File: src/rtl/jk_mod_counter_if.sv
// Control and status bundle for jk_mod_counter: count controls in, JK cell
// state, per-bit J/K commands and wrap reporting out.
interface jk_mod_counter_if #(
  parameter int WIDTH = 4,
  parameter int WRAPW = 8
);
  logic             en;
  logic             up_dn;
  logic             load;
  logic [WIDTH-1:0] load_val;
  logic [WIDTH-1:0] Q;
  logic [WIDTH-1:0] Qbar;
  logic [WIDTH-1:0] j_vec;
  logic [WIDTH-1:0] k_vec;
  logic             tc;
  logic             wrap_pulse;
  logic [WRAPW-1:0] wrap_cnt;

  modport master (
    output en, up_dn, load, load_val,
    input  Q, Qbar, j_vec, k_vec, tc, wrap_pulse, wrap_cnt
  );

  modport slave (
    input  en, up_dn, load, load_val,
    output Q, Qbar, j_vec, k_vec, tc, wrap_pulse, wrap_cnt
  );
endinterface

File: src/rtl/jk_mod_counter.sv
// Modulo-N up/down counter modelled as a bank of JK cells clocked on the
// falling edge; exposes the J/K commands it applies and counts wraps.
module jk_mod_counter #(
  parameter int WIDTH   = 4,
  parameter int MODULUS = 10,
  parameter int WRAPW   = 8
) (
  input  logic               clk,
  input  logic               clear_n,
  jk_mod_counter_if.slave    bus
);

  localparam logic [WIDTH-1:0] MAX_Q   = WIDTH'(MODULUS - 1);
  localparam logic [WIDTH:0]   MOD_EXT = (WIDTH+1)'(MODULUS);
  localparam logic [WIDTH-1:0] ONE_Q   = WIDTH'(1);
  localparam logic [WRAPW-1:0] ONE_W   = WRAPW'(1);

  logic [WIDTH-1:0] q;
  logic [WIDTH-1:0] target;
  logic [WIDTH-1:0] clamp;
  logic [WIDTH-1:0] j;
  logic [WIDTH-1:0] k;
  logic             set_reset;
  logic             tc;
  logic             wrap_pulse;
  logic [WRAPW-1:0] wrap_cnt;

  // NOTE: every always_comb output gets a default first so no path leaves it unassigned (no latch).
  always_comb begin
    target    = q;
    set_reset = 1'b0;
    clamp     = ({1'b0, bus.load_val} >= MOD_EXT) ? MAX_Q : bus.load_val;
    tc        = bus.en & ~bus.load &
                ((bus.up_dn & (q == MAX_Q)) | (~bus.up_dn & (q == '0)));

    if (bus.load) begin
      target    = clamp;
      set_reset = 1'b1;
    end else if (bus.en) begin
      if (tc) begin
        target    = bus.up_dn ? '0 : MAX_Q;
        set_reset = 1'b1;
      end else begin
        target = bus.up_dn ? (q + ONE_Q) : (q - ONE_Q);
      end
    end

    // Wraps and loads drive cells in set/reset form; ordinary steps toggle only changing bits.
    if (set_reset) begin
      j = target;
      k = ~target;
    end else begin
      j = q ^ target;
      k = q ^ target;
    end
  end

  // NOTE: sequential state uses non-blocking assignments so all cells update together on the edge.
  always_ff @(negedge clk or negedge clear_n) begin
    if (!clear_n) begin
      q          <= '0;
      wrap_pulse <= 1'b0;
      wrap_cnt   <= '0;
    end else begin
      q          <= (j & ~q) | (~k & q);
      wrap_pulse <= tc;
      if (tc && (wrap_cnt != '1)) begin
        wrap_cnt <= wrap_cnt + ONE_W;
      end
    end
  end

  assert property (@(negedge clk) disable iff (!clear_n) ({1'b0, q} < MOD_EXT));

  assign bus.Q          = q;
  assign bus.Qbar       = ~q;
  assign bus.j_vec      = j;
  assign bus.k_vec      = k;
  assign bus.tc         = tc;
  assign bus.wrap_pulse = wrap_pulse;
  assign bus.wrap_cnt   = wrap_cnt;

endmodule

File: src/flat_wrapper.sv
// flat-port wrapper written by rule: the top's interface ports become plain ports
module jk_mod_counter_flat 
#(
  parameter int WIDTH   = 4,
  parameter int MODULUS = 10,
  parameter int WRAPW   = 8
)
  (clk, clear_n, bus_en, bus_up_dn, bus_load, bus_load_val, bus_Q, bus_Qbar, bus_j_vec, bus_k_vec, bus_tc, bus_wrap_pulse, bus_wrap_cnt);
  jk_mod_counter_if #(.WIDTH(WIDTH), .WRAPW(WRAPW)) bus_i ();
  input  logic clk;
  input  logic clear_n;
  input wire logic [$bits(bus_i.en)-1:0] bus_en;
  input wire logic [$bits(bus_i.up_dn)-1:0] bus_up_dn;
  input wire logic [$bits(bus_i.load)-1:0] bus_load;
  input wire logic [$bits(bus_i.load_val)-1:0] bus_load_val;
  output wire logic [$bits(bus_i.Q)-1:0] bus_Q;
  output wire logic [$bits(bus_i.Qbar)-1:0] bus_Qbar;
  output wire logic [$bits(bus_i.j_vec)-1:0] bus_j_vec;
  output wire logic [$bits(bus_i.k_vec)-1:0] bus_k_vec;
  output wire logic [$bits(bus_i.tc)-1:0] bus_tc;
  output wire logic [$bits(bus_i.wrap_pulse)-1:0] bus_wrap_pulse;
  output wire logic [$bits(bus_i.wrap_cnt)-1:0] bus_wrap_cnt;
  assign bus_i.en = bus_en;
  assign bus_i.up_dn = bus_up_dn;
  assign bus_i.load = bus_load;
  assign bus_i.load_val = bus_load_val;
  assign bus_Q = bus_i.Q;
  assign bus_Qbar = bus_i.Qbar;
  assign bus_j_vec = bus_i.j_vec;
  assign bus_k_vec = bus_i.k_vec;
  assign bus_tc = bus_i.tc;
  assign bus_wrap_pulse = bus_i.wrap_pulse;
  assign bus_wrap_cnt = bus_i.wrap_cnt;
  jk_mod_counter #(.WIDTH(WIDTH), .MODULUS(MODULUS), .WRAPW(WRAPW)) u_core (.clk(clk), .clear_n(clear_n), .bus(bus_i));
endmodule
File: config.mk
export PLATFORM = sky130hd
export DESIGN_NAME = jk_mod_counter_flat
export DESIGN_NICKNAME = d
export VERILOG_FILES = /design/src/rtl/jk_mod_counter_if.sv /design/src/rtl/jk_mod_counter.sv /design/src/flat_wrapper.sv
export SDC_FILE = /design/constraint.sdc
export NUM_CORES = 1
export LEC_CHECK = 0
export BUFFER_PORTS_ARGS = -buffer_cell sky130_fd_sc_hd__buf_2
export CAP_MARGIN = 0
export CORE_MARGIN = 3
export CORE_UTILIZATION = 54
export CTS_BUF_LIST = sky130_fd_sc_hd__clkbuf_4
export DETAILED_ROUTE_END_ITERATION = 10
export HOLD_SLACK_MARGIN = 0.03
export PLACE_DENSITY = 0.85
export SYNTH_ARGS = -nofsm -noshare
export SYNTH_HDL_FRONTEND = slang
export SYNTH_SLANG_ARGS = --single-unit
File: constraint.sdc
create_clock -name clk -period 5.7 [get_ports clk]
set_input_delay 0.285 -clock clk [delete_from_list [all_inputs] [get_ports clk]]
set_output_delay 0.285 -clock clk [all_outputs]
set_load 0.05 [all_outputs]
==> results by stage <==
Status:
- The flow ran to the end, and the final reports show no timing, DRC or antenna violations.

Global routing:
- The routing usage on met3 is 7.14%.
- For this run, global-route usage on met1 was measured as 28.8%.
- The initial antenna violation count is 0.
- The first global-routing pass estimated 3.51 mm of wire.
- The global-route met2 utilization is 35.4%.
- met2 is the most crowded layer.
- The largest net degree at the start of global routing is 14.
- The global-route usage over all layers is 22.0%.
- The total congestion overflow after global routing is 0.
- The via count of the first global-routing pass was 799.

Die:
- The chip height is 48.1 um.
- The die outline area is 0.00231 mm2.
- The initial core utilization is between 60 and 70%.
- The I/O pin count is 35.
- Row generation in the floorplan step produced 14 rows.
- The core outline area is 0.00158 mm2.
- The horizontal die dimension is 48.1 um.

Yosys:
- Of all cell types, the one taking the most synthesized area is dfrtn_1.
- The average cell area after synthesis is 8.53 um2.
- Counting flops with an async set or reset pin after synthesis yields a share of 100%.
- The cell area after synthesis is 956 um2.
- By instance count, the leading cell after synthesis is dfrtn_1.
- The synthesized design contains 13 register bits.
- The sequential-to-total area share from yosys stat is 34.0%.
- The synthesized design contains 0 enable-type register cells.
- The number of instances in the synthesized netlist is 112.
- For this run, the leading register cell type out of synthesis is dfrtn_1.
- By count the netlist is led by dfrtn_1 (13), nand2_1 (10), nor2_1 (10), o21ai_0 (9).
- Synthesis produced a netlist with a net count of approximately 130.
- The Yosys step of the flow raised 0 warnings.
- The top cell type's share of synthesized area is 34.0%.
- Yosys attributes the largest share of cell area to dfrtn_1 (34%), xnor2_1 (7.3%), o21ai_0 (4.7%).
- After synthesis, the netlist uses 32 different library cells.

Timing:
- Setup repair after global routing left no endpoint under its margin.
- At the pin with the least slew margin, the transition time is around 0.46 ns.
- The final-report max-slew violation count came to 0.
- The total count of hold-check failures in the final report is 0.
- The setup skew after layout is 0.00618 ns.
- Setup violations remaining at the end of the flow were counted as 0.
- The headroom to the max-slew limit is 69.1%.

Job:
- The number of max-capacitance violations reported is 0.

Clocking:
- No sink is reached through more buffers than the 2 on the longest clock path.
- The number of clock buffers inserted by TritonCTS is 3.
- At the later pin of the worst-skew pair, clock insertion delay measures between 0.2 and 0.3 ns.
- Buffers inserted to repair hold after CTS numbered 0.
- TritonCTS built the clock tree.
- The clock transition at the registers of the reported paths is approximately 0.06 ns.
- The tree is rooted in a clkbuf_4.
- The clock net in this run drives a total of 13 sinks.
- The total number of H-tree levels is 1.

Route:
- The total DRC errors in the routed layout is 0.
- After detailed routing, the number of vias per cell comes to 5.75.
- The number of nets still failing antenna checks after routing is 0.
- In this run, the number of DRC markers left after iteration 0 of detailed routing was 17.
- For this run, the detailed router's first-pass iteration total came to 4.
- The vias after detailed routing is 931.
- Wires add up to between 2 and 2.5 mm.
- In the final routed layout, each cell accounts on average for 14.0 um.

Critical path:
- The worst-path cell with the longest stage delay is dfrtn_1.
- In this run the worst path has a maximum fanout of 8.
- The signal on the critical path passes through inv_1 -> fa_1 -> xor2_1 -> xnor2_1 -> nand2_1 -> a21boi_4 -> buf_2.
- Counting both buffers and inverters, the worst setup path holds a total of 2.
- STA puts the critical path data required time at ~5.4 ns.
- The kind of cell with the highest combined delay on the critical path is flip-flops.
- The critical path start-end classification is reg2out.
- The critical path arrival is 5.28 ns.
- The delay contributed by the slowest stage of the critical path is ~0.59 ns.
- The endpoint type of the worst setup path is a primary output.
- The element type at the critical path start is a flop.

Power and ir drop:
- The peak supply drop is 0.255 mV.
- The analysis attributes to cell leakage a power of 0.615 nW.
- Dividing total power by cell area gives a power density of 345 mW/mm2.

Worst hold path:
- The worst hold path belongs to the class reg2reg.

Layout:
- The final standard cell count with taps included and fillers excluded is 162.
- The fraction of final layout cells with drive strength greater than 1 is a little over a third.
- At the end of the flow, the number of nets in the layout was 160.
- Compared with the post-synthesis result, the final layout area differs by 28.9%.
- The total non-filler cell area in the finished layout is 0.00123 mm2.
- The number of diodes is 0.
- After filler insertion, the fill cell instance count of the layout stands at about 120.

Place:
- The placement-stage cell area is 0.00119 mm2.
- The total instance count after detailed placement is around 160.
- The sum of net half-perimeters after detailed placement is 1.75 mm.
- The weighted congestion at the end of routability-driven global placement is 0.886.
- The count of buffers added on input and output ports is 34.
per-layer routing:
metal,share of wire [%],up-vias,wire [um]
met5,0,-,0
met4,1.5,0,33
met3,6.4,5,145
met2,49,28,1100
met1,44,442,990
li1,-,456,-
layout make-up:
class / instances / area [um2] / share of cell area [%]
multi-input combinational: 85 / 638 / 51.8
sequential: 13 / 325 / 26.4
timing repair buffer: 36 / 185 / 15.0
inverter: 8 / 33.8 / 2.74
clock buffer: 4 / 30.0 / 2.44
tap: 16 / 20.0 / 1.62
repair_timing:
action | in CTS | in global routing
setup buffers | 1 | 0
endpoints found under the setup margin | 1 | 2
gates resized for setup | 0 | 1
kinds of logic (layout without fill, tap and decap cells):
group / after synthesis / in the layout / share of synthesized area (%)
compound gates: 27 / 27 / 18.7
xor+xnor: 13 / 13 / 11.9
fa+ha+maj: 4 / 4 / 6.02
buf+inv: 14 / 48 / 5.76
flops: 13 / 13 / 34.0
mux: 2 / 2 / 2.23
simple gates: 39 / 39 / 21.3
cell usage in the layout (no fill, tap or decap), types with 2 or more instances in the layout:
| cell type | n |
|---|---|
| nor2_1 | 10 |
| o21ai_0 | 7 |
| clkbuf_4 | 4 |
| nor3_1 | 4 |
| a21o_1 | 2 |
| a21oi_1 | 5 |
| nand4_1 | 2 |
| nand2_1 | 10 |
| xor2_1 | 5 |
| nand3_1 | 5 |
| buf_4 | 2 |
| inv_1 | 7 |
| nand3b_1 | 2 |
| xnor2_1 | 8 |
| buf_2 | 34 |
| nand2b_1 | 2 |
| o21a_1 | 3 |
| ha_1 | 3 |
| dfrtn_1 | 13 |
through the flow:
stage | TNS, ns | utilization [%] | hold slack, ns | setup slack [ns] | total power, mW
after CTS | 0 | 77.9 | 0.444 | 0.0602 | 0.427
final | 0 | 78.2 | 0.442 | 0.135 | 0.425
after floorplan | -0.139 | - | 0.674 | -0.0670 | 0.315
after global routing | 0 | 78.2 | 0.461 | 0.00638 | 0.451
after detailed placement | 0 | 75.6 | 0.439 | 0.259 | 0.361
after global placement | 0 | 75.6 | 0.432 | 0.370 | 0.355
state kept, by name, summed over array words and instances (netlist names):
| signal | count |
|---|---|
| u_core.bus.Q | 4 |
| u_core.bus.wrap_cnt | 8 |
| u_core.bus.wrap_pulse | 1 |
where the power goes:
| group | leakage [nW] | switching [mW] | internal [mW] |
|---|---|---|---|
| sequential | 0.169 | 0.0201 | 0.106 |
| combinational | 0.427 | 0.168 | 0.0682 |
| clock | 0.0184 | 0.0306 | 0.0320 |
worst paths after layout:
path	startpoint	end	slack [ns]	depth (start not counted)
max	u_core.bus.Q[1]$_DFF_NN0_	bus_k_vec[2]	0.14	7
min	u_core.bus.wrap_cnt[7]$_DFFE_NN0P_	u_core.bus.wrap_cnt[7]$_DFFE_NN0P_	0.44	1
max reg2reg	u_core.bus.Q[1]$_DFF_NN0_	u_core.bus.Q[2]$_DFF_NN0_	3.77	6
min reg2reg	u_core.bus.wrap_cnt[7]$_DFFE_NN0P_	u_core.bus.wrap_cnt[7]$_DFFE_NN0P_	0.44	1
max in group asynchronous	clear_n	u_core.bus.wrap_cnt[6]$_DFFE_NN0P_	2.84	1
min in group asynchronous	clear_n	u_core.bus.wrap_cnt[1]$_DFFE_NN0P_	2.60	1
(Power assumes the default switching activity.)
